File: config.mk
export PLATFORM = sky130hd
export DESIGN_NAME = dac_sample_scheduler
export DESIGN_NICKNAME = d
export VERILOG_FILES = /design/src/rtl/dac_sample_scheduler.sv
export SDC_FILE = /design/constraint.sdc
export NUM_CORES = 1
export LEC_CHECK = 0
export BUFFER_PORTS_ARGS = -buffer_cell sky130_fd_sc_hd__buf_2
export CORE_UTILIZATION = 45
export DETAILED_ROUTE_END_ITERATION = 8
export GPL_ROUTABILITY_DRIVEN = 0
export GPL_TIMING_DRIVEN = 0
export PLACE_DENSITY = 0.74
export SYNTH_ARGS = -nofsm -noshare
export SYNTH_HDL_FRONTEND = slang
export SYNTH_SLANG_ARGS = --single-unit
File: constraint.sdc
create_clock -name clk -period 1.8 [get_ports clk]
set_input_delay 0.36 -clock clk [delete_from_list [all_inputs] [get_ports clk]]
set_output_delay 0.36 -clock clk [all_outputs]
set_load 0.01 [all_outputs]
File: src/rtl/dac_sample_scheduler.sv
// Round-robin sample scheduler for the serial DAC shifter.
// Holds one captured sample per channel and sequences load/cs for each frame.
module dac_sample_scheduler #(
  parameter int NUM_CH       = 4,
  parameter int DATA_W       = 12,
  parameter int SHIFT_CYCLES = 64,
  parameter int GAP_CYCLES   = 4,
  localparam int CH_W = (NUM_CH > 1) ? $clog2(NUM_CH) : 1
) (
  input  logic                     clk,
  input  logic                     rst,
  input  logic                     enable,
  input  logic [NUM_CH-1:0]        ch_req,
  input  logic [NUM_CH*DATA_W-1:0] ch_data,
  output logic [NUM_CH-1:0]        ch_ack,
  output logic                     dac_load,
  output logic                     dac_cs,
  output logic [DATA_W-1:0]        dac_data,
  output logic [CH_W-1:0]          cur_ch,
  output logic                     busy
);

  localparam int MAX_CYC = (SHIFT_CYCLES > GAP_CYCLES) ? SHIFT_CYCLES : GAP_CYCLES;
  localparam int CNT_W   = $clog2(MAX_CYC) + 1;

  typedef enum logic [1:0] {IDLE, LOAD, SHIFT, GAP} state_t;

  state_t            state_q, state_d;
  logic [CNT_W-1:0]  cnt_q, cnt_d;
  logic [CH_W-1:0]   ptr_q, ptr_d;
  logic [CH_W-1:0]   grant_q, grant_d;
  logic [NUM_CH-1:0] valid_q, valid_d;
  logic [DATA_W-1:0] hold_q [NUM_CH];
  logic [DATA_W-1:0] hold_d [NUM_CH];
  logic [NUM_CH-1:0] ack_q, ack_d;
  logic              load_q, load_d;
  logic              cs_q, cs_d;
  logic              busy_q, busy_d;
  logic [DATA_W-1:0] data_q, data_d;
  logic [CH_W-1:0]   cur_ch_q, cur_ch_d;

  logic              found;
  logic [CH_W-1:0]   grant_sel;
  logic [CH_W-1:0]   cand;

  // Scanning backwards from the farthest offset lets the nearest valid channel win.
  always_comb begin
    found     = 1'b0;
    grant_sel = '0;
    cand      = '0;
    for (int i = NUM_CH - 1; i >= 0; i--) begin
      cand = CH_W'((int'(ptr_q) + i) % NUM_CH);
      if (valid_q[cand]) begin
        found     = 1'b1;
        grant_sel = cand;
      end
    end
  end

  always_comb begin
    state_d  = state_q;
    cnt_d    = cnt_q;
    ptr_d    = ptr_q;
    grant_d  = grant_q;
    valid_d  = valid_q;
    hold_d   = hold_q;
    ack_d    = '0;
    data_d   = data_q;
    cur_ch_d = cur_ch_q;

    for (int k = 0; k < NUM_CH; k++) begin
      if (ch_req[k] && !valid_q[k]) begin
        valid_d[k] = 1'b1;
        hold_d[k]  = ch_data[k*DATA_W +: DATA_W];
        ack_d[k]   = 1'b1;
      end
    end

    // Data is presented during the load strobe; the granted slot frees once LOAD ends.
    case (state_q)
      IDLE: begin
        if (enable && found) begin
          state_d  = LOAD;
          grant_d  = grant_sel;
          data_d   = hold_q[grant_sel];
          cur_ch_d = grant_sel;
        end
      end
      LOAD: begin
        state_d          = SHIFT;
        cnt_d            = CNT_W'(SHIFT_CYCLES - 1);
        valid_d[grant_q] = 1'b0;
        ptr_d            = (grant_q == CH_W'(NUM_CH - 1)) ? '0 : grant_q + 1'b1;
      end
      SHIFT: begin
        if (cnt_q == '0) begin
          state_d = GAP;
          cnt_d   = CNT_W'(GAP_CYCLES - 1);
        end else begin
          cnt_d = cnt_q - 1'b1;
        end
      end
      GAP: begin
        if (cnt_q == '0) state_d = IDLE;
        else             cnt_d   = cnt_q - 1'b1;
      end
      default: state_d = IDLE;
    endcase

    load_d = (state_d == LOAD);
    cs_d   = (state_d != SHIFT);
    busy_d = (state_d != IDLE);
  end

  always_ff @(posedge clk) begin
    if (rst) begin
      state_q  <= IDLE;
      cnt_q    <= '0;
      ptr_q    <= '0;
      grant_q  <= '0;
      valid_q  <= '0;
      ack_q    <= '0;
      load_q   <= 1'b0;
      cs_q     <= 1'b1;
      busy_q   <= 1'b0;
      data_q   <= '0;
      cur_ch_q <= '0;
      for (int k = 0; k < NUM_CH; k++) hold_q[k] <= '0;
    end else begin
      state_q  <= state_d;
      cnt_q    <= cnt_d;
      ptr_q    <= ptr_d;
      grant_q  <= grant_d;
      valid_q  <= valid_d;
      ack_q    <= ack_d;
      load_q   <= load_d;
      cs_q     <= cs_d;
      busy_q   <= busy_d;
      data_q   <= data_d;
      cur_ch_q <= cur_ch_d;
      for (int k = 0; k < NUM_CH; k++) hold_q[k] <= hold_d[k];
    end
  end

  assign ch_ack   = ack_q;
  assign dac_load = load_q;
  assign dac_cs   = cs_q;
  assign dac_data = data_q;
  assign cur_ch   = cur_ch_q;
  assign busy     = busy_q;

endmodule

# ---- Word level (Yosys, flattened, before mapping)
# Cells that the tools add are included.
dict set report op_classes {
  add_sub_neg 5
  magnitude_cmp 7
  n_eq_ne 7
  n_mux 38
  bitwise 3
  n_reduce_logical 16
}
# op count
set ops {}
lappend ops {{12-bit binary-select mux with 2-bit select} 1}
lappend ops {{12-bit 2-to-1 mux} 2}
lappend ops {{7-bit case mux with 3 select lines} 1}
lappend ops {{1-bit 2-to-1 mux} 17}
lappend ops {{2-bit 2-to-1 mux} 8}
lappend ops {{2-bit by 3-bit less-than comparator with 1-bit output, second input constant} 5}
lappend ops {{7-bit 2-to-1 mux} 2}
lappend ops {{1-bit binary-select mux with 2-bit select} 4}
lappend ops {{2-bit case mux with 4 select lines} 1}
lappend ops {{7-bit zero test} 1}
lappend ops {{7-bit by 1-bit subtractor with 7-bit output, second input constant} 1}
lappend ops {{2-bit equality test, second input constant} 3}
lappend ops {{1-bit logical AND} 6}
lappend ops {{2-bit by 1-bit adder with 2-bit output, second input constant} 2}
lappend ops {{2-bit adder, second input constant} 2}
lappend ops {{4-bit bitwise AND} 1}
lappend ops {{2-bit by 1-bit equality test with 1-bit output, second input constant} 2}
lappend ops {{1-bit zero test} 4}
lappend ops {{4-bit 2-to-1 mux} 1}
lappend ops {{2-bit != test, second input constant} 2}
lappend ops {{4-bit NOT} 1}
lappend ops {{2-bit AND reduction} 2}
lappend ops {{3-bit greater-or-equal comparator, second input constant} 1}
lappend ops {{2-bit NOT with 3-bit output} 1}
lappend ops {{other kinds (5)} 5}
dict set report totals {
  regBits 84
  inputBits 55
}

# ---- Longest topological paths before layout
dict set report depth {
  ltp_word 11
  ltp_mapped 7
  ltp_nobuf 7
}

# ---- Worst setup path after synthesis
# OpenSTA, ideal clock, no wires.
dict set report synth_timing {
  kind {flip-flop to flip-flop}
  startpoint {reg cnt_q[0]}
  endpoint {reg cnt_q[1]}
  setup_ns 0.141
  t_arrival_ns 1.632
  slack_ns 0.028
  stages_incl_launch_ff 8
  period_less_slack_ns 1.772
  cell_sequence {dfxtp_1 inv_1 ha_1 or4b_4 nor3_4 nand2_1 mux2i_4 a221oi_1}
}
dict set report synth_via {
  elab_chain_cells 3
}
# element line_no
set synth_rtl {}
lappend synth_rtl {{from (decl)} 29} ;# logic [CNT_W-1:0] cnt_q, cnt_d;
lappend synth_rtl {{from (signal assigned)} 131} ;# cnt_q <= cnt_d;
lappend synth_rtl {{7-bit by 1-bit subtractor with 7-bit output or 7-bit zero test (tied branches)} -}
lappend synth_rtl {{7-bit 2-to-1 mux, or another cell as far along} 104} ;# if (cnt_q == '0) state_d = IDLE;
lappend synth_rtl {{7-bit case mux with 3 select lines or 2-bit AND reduction (tied branches)} -}
# Several ways; a longest one is shown, not always the timed one. The select of a mux whose other input is x is not followed.
# A chain may end at the register's enable or synchronous reset.

# ---- Worst setup path after layout
dict set report layout_timing {
  startpoint {reg cnt_q[1]}
  endpoint {reg cnt_q[1]}
}
# Same word-level chain as after synthesis.

==> results.env <==
DETAILEDROUTE.FIRSTPASSITERATIONCOUNT=4
YOSYS-MUX-AREA-FRACTION_PCT=7.54
AREA_GROWTH_PCT=23.3
SYNTH_ENABLE_FLOP_CELLS=0
GRT_REMAINING_OVERFLOW=0
ANTENNA_DIODES=0
TIMING.SETUP.TNS_PS=-18.7
FINALWORSTSETUPSLACK_PS=-14.8
YS_SEQ_AREA_SHARE_PCT=48.2
ROUTED_WIRE_LENGTH_PER_INSTANCE_UM=14.5
DETAIL_ROUTE.DRC_VIOLATIONS=0
HOLD_PATH_DEPTH=3
WORSTSKEWPAIRLATENCY_PS=350
VIAS_PER_CELL=5.16
GRT_PASS1_VIAS=2841
CORE.ROWCOUNT=31
POST-SYNTH-TOP-AREA-FRACTION_PCT=48.2
FLIP_FLOP_AND_LATCH_COUNT_AFTER_SYNTHESIS=84
PLACED_CELLS=576
SYNTH_TOP_FAMILY_BY_AREA='simple AND/OR/NAND/NOR gates'
VIOLATED_CHECKS='negative setup slack'
FINISH.CELL_COUNT_WITHOUT_FILLERS=596
FINALPOWER_W=0.00423
CTS_BUFFERS=9
SWITCHING_SHARE_PCT=29.9
POWER_PER_CELL_AREA_nW_PER_UM2=985
CTS.CLK_SLEW.WORST_PATHS_PS=80
COMB_POWER_SHARE_PCT=20.8
SYNTHESIS.INSTANCES=402
DR_TOTAL_VIAS=3075
CLOCKROOTBUFFER='clkbuf_8'
COUNT_OF_BUFFERING_CELLS_ON_THE_CRITICAL_PATH_WITH_INVERTERS_INCLUDED=1
HOLD_PATH_CLASS='input port to register'
REGTOREGSETUPSLACK_PS=-10
LAYOUT-DRIVE-GT1-SHARE_PCT=27.0
PERIOD_MINUS_SLACK_PS=1810
HP-START='ch_data[30]'
CAP_VIOLATIONS=0
DRT-TOTAL-WL_UM=8650
SYNTH_COMPOUND_GATE_AREA_SHARE_PCT=16.7
INTERNAL-POWER_W=0.00297
PLACEABLECOREAREA_UM2=7370
ASYNC_RESET_FF_SHARE_PCT=0
CRITPATHKIND='register to register'
CRIT-REG2REG-LAUNCH='cnt_q[1]$_SDFFE_PP0P_'
LAYOUT_WORST_PATH_CYCLE_SHARE_PCT=101
PLACE.PORT_BUFFERS=75
SYNTH_ADDER_AREA_SHARE_PCT=1.79
SHARE_CLK_OF_TOTAL_POWER_PCT=29.0
WORSTMARGINPINSLEW_PS=659
IRDROPWORSTVDD_mV=0.437
P_SEQ_SHARE_PCT=50.2
CTS_BUFFER_DEPTH=2
FP.DIEAREA_UM2=8100
MAPPEDNETLISTAREA_UM2=3490
NUM-NETS-FINAL=553
FINCLKSKEW_PS=8.64
HOLD_BUFFERS=0
CRITICAL_PATH.MAX_STAGE_DELAY_PS=470
MOST_USED_FLIP_FLOP_CELL_AFTER_SYNTHESIS='dfxtp_1'
YOSYS_WARNINGS=0
YOSYS.AREA_SHARE.XOR_XNOR_PCT=0.251
DIE-HEIGHT_UM=90.0
REG2REG_TO='cnt_q[1]$_SDFFE_PP0P_'
UTILIZATION_PCT=58.3
TRITONCTS_NUM_SINKS=84
ANTENNA_VIOLATIONS_BEFORE_REPAIR=0
TIMING.CRITICAL_PATH.FANOUT_MAX=4
ARRIVAL_PS=2020
PLACE.DETAILED.HPWL_UM=6260
SYNTH_FP_NETS=462
WORST-R2R-CELL-COUNT=7
POSTLAYOUTCELLAREA_UM2=4300
LEAKAGEPOWER_nW=1.71
SYNTHSIMPLEGATEAREAFRAC_PCT=21.8
GRT_START_MAX_NET_PINS=14
CRITICAL_PATH.TOP_DELAY_FAMILY='simple AND/OR/NAND/NOR gates'
CHIPWIDTH_UM=90.0
YOSYS-TOP-CELLS-AREA='dfxtp_1 (48%), nand2_1 (12%), a21oi_1 (8.6%)'
START_KIND='register'
CP_SLOWEST_CELL='or4b_4'
HTREE_LEVELS=3
TIMING_MAX_TRANSITION_VIOLATIONS_FINAL=0
IO-PIN-COUNT=76
GRT_SETUP_UNREPAIRED='yes'
ANT_NETS=0
INITIAL_CORE_UTIL_PCT=47.3
WORSTPATHCELLLIST='inv_2, ha_4, or4b_4, nor3_4, nand2_2, mux2i_4, a221oi_2'
PLACE_AREA_UM2=3990
REPORT.FINAL.HOLD_VIOL_COUNT=0
SYNTHDISTINCTLIBCELLS=46
TRITONCTS='done'
FIRST_ITER_VIOLATIONS=153
WHS_ENDPOINT='hold_q[18]$_SDFFE_PP0P_'
SWITCHINGPOWER_W=0.00127
RELSLEWSLACK_PCT=56.0
GRT_UTIL_ALL_LAYERS_PCT=22.0
TIMING.FMAX_GHz=0.551
AVGSYNTHCELLAREA_UM2=8.67
SETUP-VIOLATIONS-FINAL=2
NETLIST_TOP_CELLS_COUNT='nand2_1 (107), dfxtp_1 (84), a21oi_1 (60), mux2i_1 (24), nor2_1 (17)'
GRT_FIRST_PASS_WIRELENGTH_UM=14000
RESULT_OF_THE_RUN='finished with violations'
ENDPOINT_KIND='register'
POST-SYNTH-TOP-AREA-CELL='dfxtp_1'
POST-SYNTH-TOP-COUNT-CELL='nand2_1'
REQ_TIME_CRIT_PATH_PS=2010
cells by family (layout without fill, tap and decap cells):
kind of cell	Yosys count	after routing
fa+ha+maj	5	5
simple gates	165	165
buf+inv	29	124
xor+xnor	1	1
mux	25	25
compound gates	93	93
flops	84	84
layer usage:
metal / wire [um] / track usage (%) / share of wire (%) / up-vias
li1: - / - / - / 1567
met1: 4270 / 31.5 / 49 / 1406
met2: 3810 / 32.8 / 44 / 93
met3: 463 / 4.15 / 5.4 / 9
met4: 116 / 8.20 / 1.3 / 0
met5: 0 / 0 / 0 / -
flip-flops by register name, summed over array words and instances (netlist names):
name      flops
dac_load      1
hold_q       48
valid_q       4
ptr_q         2
cnt_q         7
ch_ack        4
busy          1
cur_ch        2
dac_data     12
state_q       2
dac_cs        1
tightest hold or removal path: stages:
cell and delay [ps]:
buf_2 90, nand2_1 40, a21oi_1 50
layout make-up:
class	instances	area, um^2
plain buffers	23	115
flip-flops and latches	84	1690
multi-input cells	289	1760
clock buffers	11	151
inverters	6	22.5
repair buffers	80	417
well taps	99	124
fillers	692	3070
clock inverters	4	25.0
timing repair:
item | 4_1_cts | 5_1_grt
buffers inserted | 3 | 2
pin swaps | 5 | 7
endpoints found under the hold margin | 0 | 0
endpoints found under the setup margin | 18 | 22
resized for setup | 12 | 16
worst max-delay path by stage:
stage	startpoint	to	slack, ps	cells past startpoint
4_1_cts	cnt_q[1]$_SDFFE_PP0P_	cnt_q[1]$_SDFFE_PP0P_	-40	7
5_1_grt	cnt_q[1]$_SDFFE_PP0P_	cnt_q[1]$_SDFFE_PP0P_	-70	7
3_5_place_dp	cnt_q[0]$_SDFFE_PP0P_	cnt_q[1]$_SDFFE_PP0P_	-160	7
3_3_place_gp	cnt_q[0]$_SDFFE_PP0P_	cnt_q[1]$_SDFFE_PP0P_	-110	7
2_1_floorplan	cnt_q[0]$_SDFFE_PP0P_	cnt_q[1]$_SDFFE_PP0P_	30	7
6_report	cnt_q[1]$_SDFFE_PP0P_	cnt_q[1]$_SDFFE_PP0P_	-10	7
power groups by stage:
stage                     clock network [W]  registers, W  logic, W
after floorplan                           0       0.00214  0.000524
after global routing                0.00131       0.00214  0.000968
after CTS                           0.00124       0.00212  0.000827
final                               0.00123       0.00213  0.000881
after global placement                    0       0.00215  0.000734
after detailed placement                  0       0.00216  0.000751
metrics by stage:
stage,hold WS [ps],setup slack (ps)
2_1_floorplan,433,27.6
3_3_place_gp,441,-115
3_5_place_dp,446,-163
4_1_cts,226,-37.7
5_1_grt,237,-73.3
6_report,233,-14.8
layout by cell type (no fill, tap or decap), types with 6 or more instances in the layout:
cell type,netlist,layout
a21oi_1,60,58
buf_1,7,7
buf_2,2,77
clkbuf_1,11,11
clkbuf_8,0,11
dfxtp_1,84,79
mux2i_1,24,19
nand2_1,107,106
nand3b_1,9,9
nor2_1,17,15
nor2b_1,6,6
nor3_1,7,7
o221ai_1,9,9
(Power assumes the default switching activity.)
